**src/rtl/rx_error_counter.sv**
```systemverilog
// PRBS7 receive checker: slices pre-emphasized samples, hunts for lock,
// then counts bit errors against a free-running local LFSR.
module rx_error_counter #(
   parameter int CNT_W       = 32,
   parameter int LOCK_CNT    = 16,
   parameter int LOSS_THRESH = 8
) (
   input  logic             clk,
   input  logic             reset,
   input  logic [7:0]       din,
   input  logic             din_valid,
   input  logic             clear,
   output logic             locked,
   output logic             bit_err,
   output logic [CNT_W-1:0] err_cnt,
   output logic [CNT_W-1:0] bit_cnt,
   output logic             cnt_sat
);

   localparam int MW = $clog2(LOCK_CNT + 1);
   localparam int EW = $clog2(LOSS_THRESH + 1);
   localparam logic [CNT_W-1:0] CNT_MAX = '1;
   localparam logic [CNT_W-1:0] CNT_PRE = CNT_MAX - 1'b1;

   typedef enum logic {
      S_HUNT,
      S_LOCKED
   } state_t;

   state_t        state;
   state_t        state_nx;
   logic [6:0]    sr;
   logic [6:0]    sr_nx;
   logic [6:0]    lfsr;
   logic [6:0]    lfsr_nx;
   logic [2:0]    fill;
   logic [2:0]    fill_nx;
   logic [MW-1:0] match;
   logic [MW-1:0] match_nx;
   logic [5:0]    win;
   logic [5:0]    win_nx;
   logic [EW-1:0] win_err;
   logic [EW-1:0] win_err_nx;
   logic          rx_bit;
   logic          hist_pred;
   logic          lfsr_pred;
   logic          mis;
   logic          cnt_bit;
   logic          sat_hit;

   assign rx_bit    = ~din[7];
   assign hist_pred = sr[6] ^ sr[5];
   assign lfsr_pred = lfsr[6] ^ lfsr[5];
   assign locked    = (state == S_LOCKED);

   always_ff @(posedge clk) begin
      if (reset) begin
         state <= S_HUNT;
      end else begin
         state <= state_nx;
      end
   end

   always_comb begin
      state_nx   = state;
      sr_nx      = sr;
      lfsr_nx    = lfsr;
      fill_nx    = fill;
      match_nx   = match;
      win_nx     = win;
      win_err_nx = win_err;
      mis        = 1'b0;
      cnt_bit    = 1'b0;
      if (din_valid) begin
         sr_nx = {sr[5:0], rx_bit};
         unique case (state)
            S_HUNT: begin
               if (fill != 3'd7) begin
                  fill_nx = fill + 3'd1;
               end else if (rx_bit == hist_pred) begin
                  match_nx = match + 1'b1;
                  if (match_nx == MW'(LOCK_CNT)) begin
                     state_nx = S_LOCKED;
                     lfsr_nx  = {sr[5:0], rx_bit};
                     match_nx = '0;
                  end
               end else begin
                  match_nx = '0;
               end
            end
            S_LOCKED: begin
               // local LFSR free-runs so one corrupt bit is counted once
               lfsr_nx = {lfsr[5:0], lfsr_pred};
               mis     = (rx_bit != lfsr_pred);
               cnt_bit = 1'b1;
               win_nx  = win + 6'd1;
               if (mis) begin
                  win_err_nx = win_err + 1'b1;
               end
               if (mis && win_err_nx == EW'(LOSS_THRESH)) begin
                  state_nx   = S_HUNT;
                  fill_nx    = '0;
                  match_nx   = '0;
                  win_nx     = '0;
                  win_err_nx = '0;
               end else if (win == 6'd63) begin
                  win_err_nx = '0;
               end
            end
            default: ;
         endcase
      end
   end

   assign sat_hit = (cnt_bit && bit_cnt == CNT_PRE)
                  || (mis && err_cnt == CNT_PRE);

   always_ff @(posedge clk) begin
      if (reset) begin
         sr      <= '0;
         lfsr    <= '0;
         fill    <= '0;
         match   <= '0;
         win     <= '0;
         win_err <= '0;
         bit_err <= 1'b0;
         err_cnt <= '0;
         bit_cnt <= '0;
         cnt_sat <= 1'b0;
      end else begin
         sr      <= sr_nx;
         lfsr    <= lfsr_nx;
         fill    <= fill_nx;
         match   <= match_nx;
         win     <= win_nx;
         win_err <= win_err_nx;
         bit_err <= mis;
         if (clear) begin
            err_cnt <= '0;
            bit_cnt <= '0;
            cnt_sat <= 1'b0;
         end else begin
            if (cnt_bit && bit_cnt != CNT_MAX) begin
               bit_cnt <= bit_cnt + 1'b1;
            end
            if (mis && err_cnt != CNT_MAX) begin
               err_cnt <= err_cnt + 1'b1;
            end
            if (sat_hit) begin
               cnt_sat <= 1'b1;
            end
         end
      end
   end

endmodule

```
**config.mk**
```make
export PLATFORM = sky130hd
export DESIGN_NAME = rx_error_counter
export DESIGN_NICKNAME = d
export VERILOG_FILES = /design/src/rtl/rx_error_counter.sv
export SDC_FILE = /design/constraint.sdc
export NUM_CORES = 1
export LEC_CHECK = 0
export ABC_AREA = 1
export CAP_MARGIN = 20
export CORE_MARGIN = 4
export CORE_UTILIZATION = 60
export CTS_BUF_LIST = sky130_fd_sc_hd__clkbuf_2 sky130_fd_sc_hd__clkbuf_4 sky130_fd_sc_hd__clkbuf_8
export CTS_CLUSTER_SIZE = 25
export DETAILED_ROUTE_END_ITERATION = 12
export MAX_ROUTING_LAYER = met4
export PLACE_DENSITY = 0.89
export SLEW_MARGIN = 30
export SYNTH_ARGS = -nofsm -noshare
export SYNTH_HDL_FRONTEND = slang
export SYNTH_SLANG_ARGS = --single-unit
```
**constraint.sdc**
```tcl
create_clock -name clk -period 4.45 [get_ports clk]
set_input_delay 0.89 -clock clk [delete_from_list [all_inputs] [get_ports clk]]
set_output_delay 0.89 -clock clk [all_outputs]
set_load 0.005 [all_outputs]
```
==> summary.md <==
Summing the sequential cell areas from Yosys gives 34.08% of the chip area. From bottom edge to top edge, the die measures 106.5 microns. After detailed routing, the number of vias per cell comes to 5.304. TritonCTS built the clock tree. For the placed wire-length estimate, the log shows 10340 microns.

The area growth from synthesis to layout is 16.63%. The logs give 0 for the number of max-slew violations in the final report and 0.01133 sq mm for the die area. The synthesized netlist contains 33 unique library cells. The endpoint arrival time on the critical path was 3.37 ns. After detailed routing, the average wire length per cell comes to 13.09 microns. Sorting the synthesized cells by area gives the leading types as sky130_fd_sc_hd__dfxtp_1 (34%), sky130_fd_sc_hd__nand2_1 (17%), sky130_fd_sc_hd__nor2_1 (8.3%), sky130_fd_sc_hd__a21oi_1 (5.2%), sky130_fd_sc_hd__xor2_1 (5.1%). The signal on the critical path passes through clkdlybuf4s50_1 > nand2_1 > nor2_4 > inv_2 > a21oi_2 > buf_4 > o21ai_0 > a21oi_1.

Once placement completed, the tool counted placed cells totaling 1068. The number of sinks on the clock net was 99; the worst hold path stage count was 2. Total leakage power: 2.320 nW.

The clock period minus final worst setup slack works out to 3.093 ns. The number of enable-type register cells in the synthesized netlist was 0. For the worst hold slack, the log shows 0.4780 ns. In the synthesized netlist, the cells that appear most often are sky130_fd_sc_hd__nand2_1 (267), sky130_fd_sc_hd__nor2_1 (128), sky130_fd_sc_hd__dfxtp_1 (99). The first TritonRoute pass finished after 5 iterations. The number of hold buffers added after CTS was 0. The post-route antenna net violation count is 0, and the total routing usage reported by global routing is 26.79%. The run gives 2 as the maximum root-to-sink buffer count.

The tools report the clock tree root buffer cell as sky130_fd_sc_hd__clkbuf_8. The setup TNS after final layout is 0 ns. The total of flip-flops plus latches after synthesis came out at 99. Leaving out filler cells and counting taps, the final layout contains 1084.

Required time of the critical path: 4.73 ns. The worst-case reg-to-reg path depth was 7; the antenna diode count was 0. The total setup violations reported at the end of the flow was 0; the final weighted congestion in routability-driven placement was 0.9876. The kind of cell adding the most delay to the critical path was buffers and inverters.

Startpoint of the worst register-to-register path: locked$_SDFFE_PP0P_. The clock arrives with 0.01214 ns of skew. The worst path buffer plus inverter count is 3.

The setup path with the least slack is of type input pin to register. The count of buffers inserted at the top-level ports was 71; the post-cts sizing count was 0. Entering global routing, the biggest net connects 56 pins.

The count of fill cells added during filler insertion is 785, and the initial cell density of the core is 62.35%. The worst setup path is launched from an input pin. The fraction of registers with async set or reset after synthesis is 0%, and the number of primary I/O pins is 79. The logs give 5435 for the via count of the first global-routing pass and 0 for the final hold violation count. For the number of instances in the synthesized netlist, the log shows 892. The worst hold path belongs to the class register to register.

The number of max-capacitance violations reported was 0. The run gives 0.009328 sq mm as the placeable core region. The run gives 971 as the count of nets after finishing.

Across the VDD grid, the largest voltage drop is 0.1654 mV. During synthesis, Yosys emitted a total of 0 warnings. The sequential cells in the finished layout cover a total of 0.001982 sq mm. Buffers added to address setup during post-CTS repair amount to 0.

Setup repair after global routing left no endpoint under its margin. The multi-input combinational cells in the finished layout cover a total of 0.003405 sq mm. The run finished with clean final reports.

Of the cells placed in the final design, the portion with a size suffix greater than 1 is 6.178%. The critical path capture point type was a register. The initial antenna violation count was 0; the worst-margin pin slew was 0.7135 ns.

The worst hold path endpoint was fill[1]$_SDFFE_PP0P_. The number of clock buffers inserted by TritonCTS was 9. The final critical path takes up 69.52% of the cycle. The net count after synthesis is 913, and the total standard cell area after synthesis is 0.005816 sq mm. The worst register-to-register path has a setup slack of 1.80 ns.

The power density relative to cell area came out at 238.6 mW/mm^2. CTS built an H-tree with a depth of 3. The maximum clock frequency is 323.3 MHz.

The tools report the start point of the worst min-delay path as fill[1]$_SDFFE_PP0P_. The met3 global-route usage is 2.793%, and the total wire length is 14190 microns. The master of the slowest instance on the critical path is sky130_fd_sc_hd__clkdlybuf4s50_1.

By instance count, the leading cell after synthesis is sky130_fd_sc_hd__nand2_1. The first global-routing pass estimated 24810 microns of wire. For this run, global-route usage on met1 was measured as 34.95%. sky130_fd_sc_hd__dfxtp_1 takes more of the synthesized area than any other cell. In this run the mean area of a mapped cell was 6.520 sq um.

met2 is the most crowded layer. From left edge to right edge, the die measures 106.5 microns. The fraction of met2 tracks used by global routing was 43.12%; the violation count after the first detailed-route iteration was 352. Global routing finished with a remaining overflow of 0. The worst max-slew margin expressed relative to the limit came out at 51.93%. The most common flop cell mapped by yosys was sky130_fd_sc_hd__dfxtp_1. After detailed routing, the number of remaining DRC violations is 0.

The floorplan has 35 rows. The share of synthesized area in the top cell type comes to 34.08%. The clock insertion delay at the later pin of the skew report is 0.36 ns.

Along the worst path, the maximum fanout reaches 18. In this run the critical register-to-register path is captured at err_cnt[8]$_SDFFE_PP0P_. The largest incremental delay on the critical path came out at 0.72 ns.

Clock-pin slew was measured on the worst setup and hold paths at 0.10 ns. The routed layout has 5750 vias.
==> worst max path at each step <==
stage	start	to	depth (start not counted)
floorplan	din_valid	bit_cnt[19]$_SDFFE_PP0P_	7
CTS	din_valid	err_cnt[8]$_SDFFE_PP0P_	8
detailed placement	din_valid	err_cnt[8]$_SDFFE_PP0P_	8
finish	din_valid	err_cnt[8]$_SDFFE_PP0P_	8
global placement	din_valid	err_cnt[29]$_SDFFE_PP0P_	8
global route	din_valid	err_cnt[6]$_SDFFE_PP0P_	8
==> per-layer routing <==
metal / up-vias / wire [microns] / share of wire (%)
li1: 2971 / - / -
met1: 2568 / 6539 / 46
met2: 177 / 6558 / 46
met3: 34 / 694 / 4.9
met4: 0 / 401 / 2.8
met5: - / 0 / 0
==> placed cells by master (no fill, tap or decap), drive strengths merged <==
cell type,n
nand4,17
buf,3
a211oi,1
nand3,49
ha,9
nand2,276
inv,79
o21bai,2
xnor2,17
o21ai,24
o21a,1
nand3b,5
dfxtp,99
nor3,35
clkbuf,10
clkdlybuf4s50,71
xor2,34
a21boi,3
mux2i,6
and3,1
bufinv,1
a31oi,2
a21oi,72
clkinv,3
nor2,135
==> flip-flops by register name, indices dropped and copies added, names as in the netlist <==
signal	flops
bit_cnt	32
err_cnt	32
lfsr	7
sr	7
win	6
match	5
win_err	4
fill	3
bit_err	1
cnt_sat	1
locked	1
==> power by group <==
group / total, mW / internal [mW] / switching, mW
Combinational: 0.0985 / 0.0307 / 0.0678
Clock: 0.612 / 0.283 / 0.329
Sequential: 0.908 / 0.896 / 0.0116
==> worst register-to-register path: stages, from the launching register on <==
cell and delay [ns]:
sky130_fd_sc_hd__dfxtp_1 0.74, sky130_fd_sc_hd__nand2_1 0.49, sky130_fd_sc_hd__nor2_4 0.29, sky130_fd_sc_hd__inv_2 0.06, sky130_fd_sc_hd__a21oi_2 0.42, sky130_fd_sc_hd__buf_4 0.32, sky130_fd_sc_hd__o21ai_0 0.11, sky130_fd_sc_hd__a21oi_1 0.14
==> per-stage QoR <==
| step | instance area (sq um) | util, % | setup WS [ns] | total power, mW |
|---|---|---|---|---|
| floorplan | 5816 | - | 2.477 | 1.002 |
| detailed placement | 6573 | 70.46 | 1.013 | 1.026 |
| global route | 6783 | 72.72 | 1.126 | 1.681 |
| finish | 6783 | 72.72 | 1.357 | 1.618 |
| global placement | 6570 | 70.44 | 1.045 | 1.023 |
| CTS | 6783 | 72.72 | 1.381 | 1.629 |
==> cell families after synthesis <==
family          synth area share [%]
fa+ha+maj                      1.936
flops                          34.08
xor+xnor                       7.681
buf+inv                        7.444
simple gates                   37.74
compound gates                 10.09
mux                            1.033
==> layout make-up <==
class | count | area share [%]
Clock buffer | 10 | 2.029
Multi-Input combinational cell | 689 | 50.19
Timing Repair Buffer | 74 | 10.81
Tap cell | 129 | 2.380
Sequential cell | 99 | 29.22
Clock inverter | 6 | 1.070
Inverter | 77 | 4.298
Power figures use the tool's default switching activity.
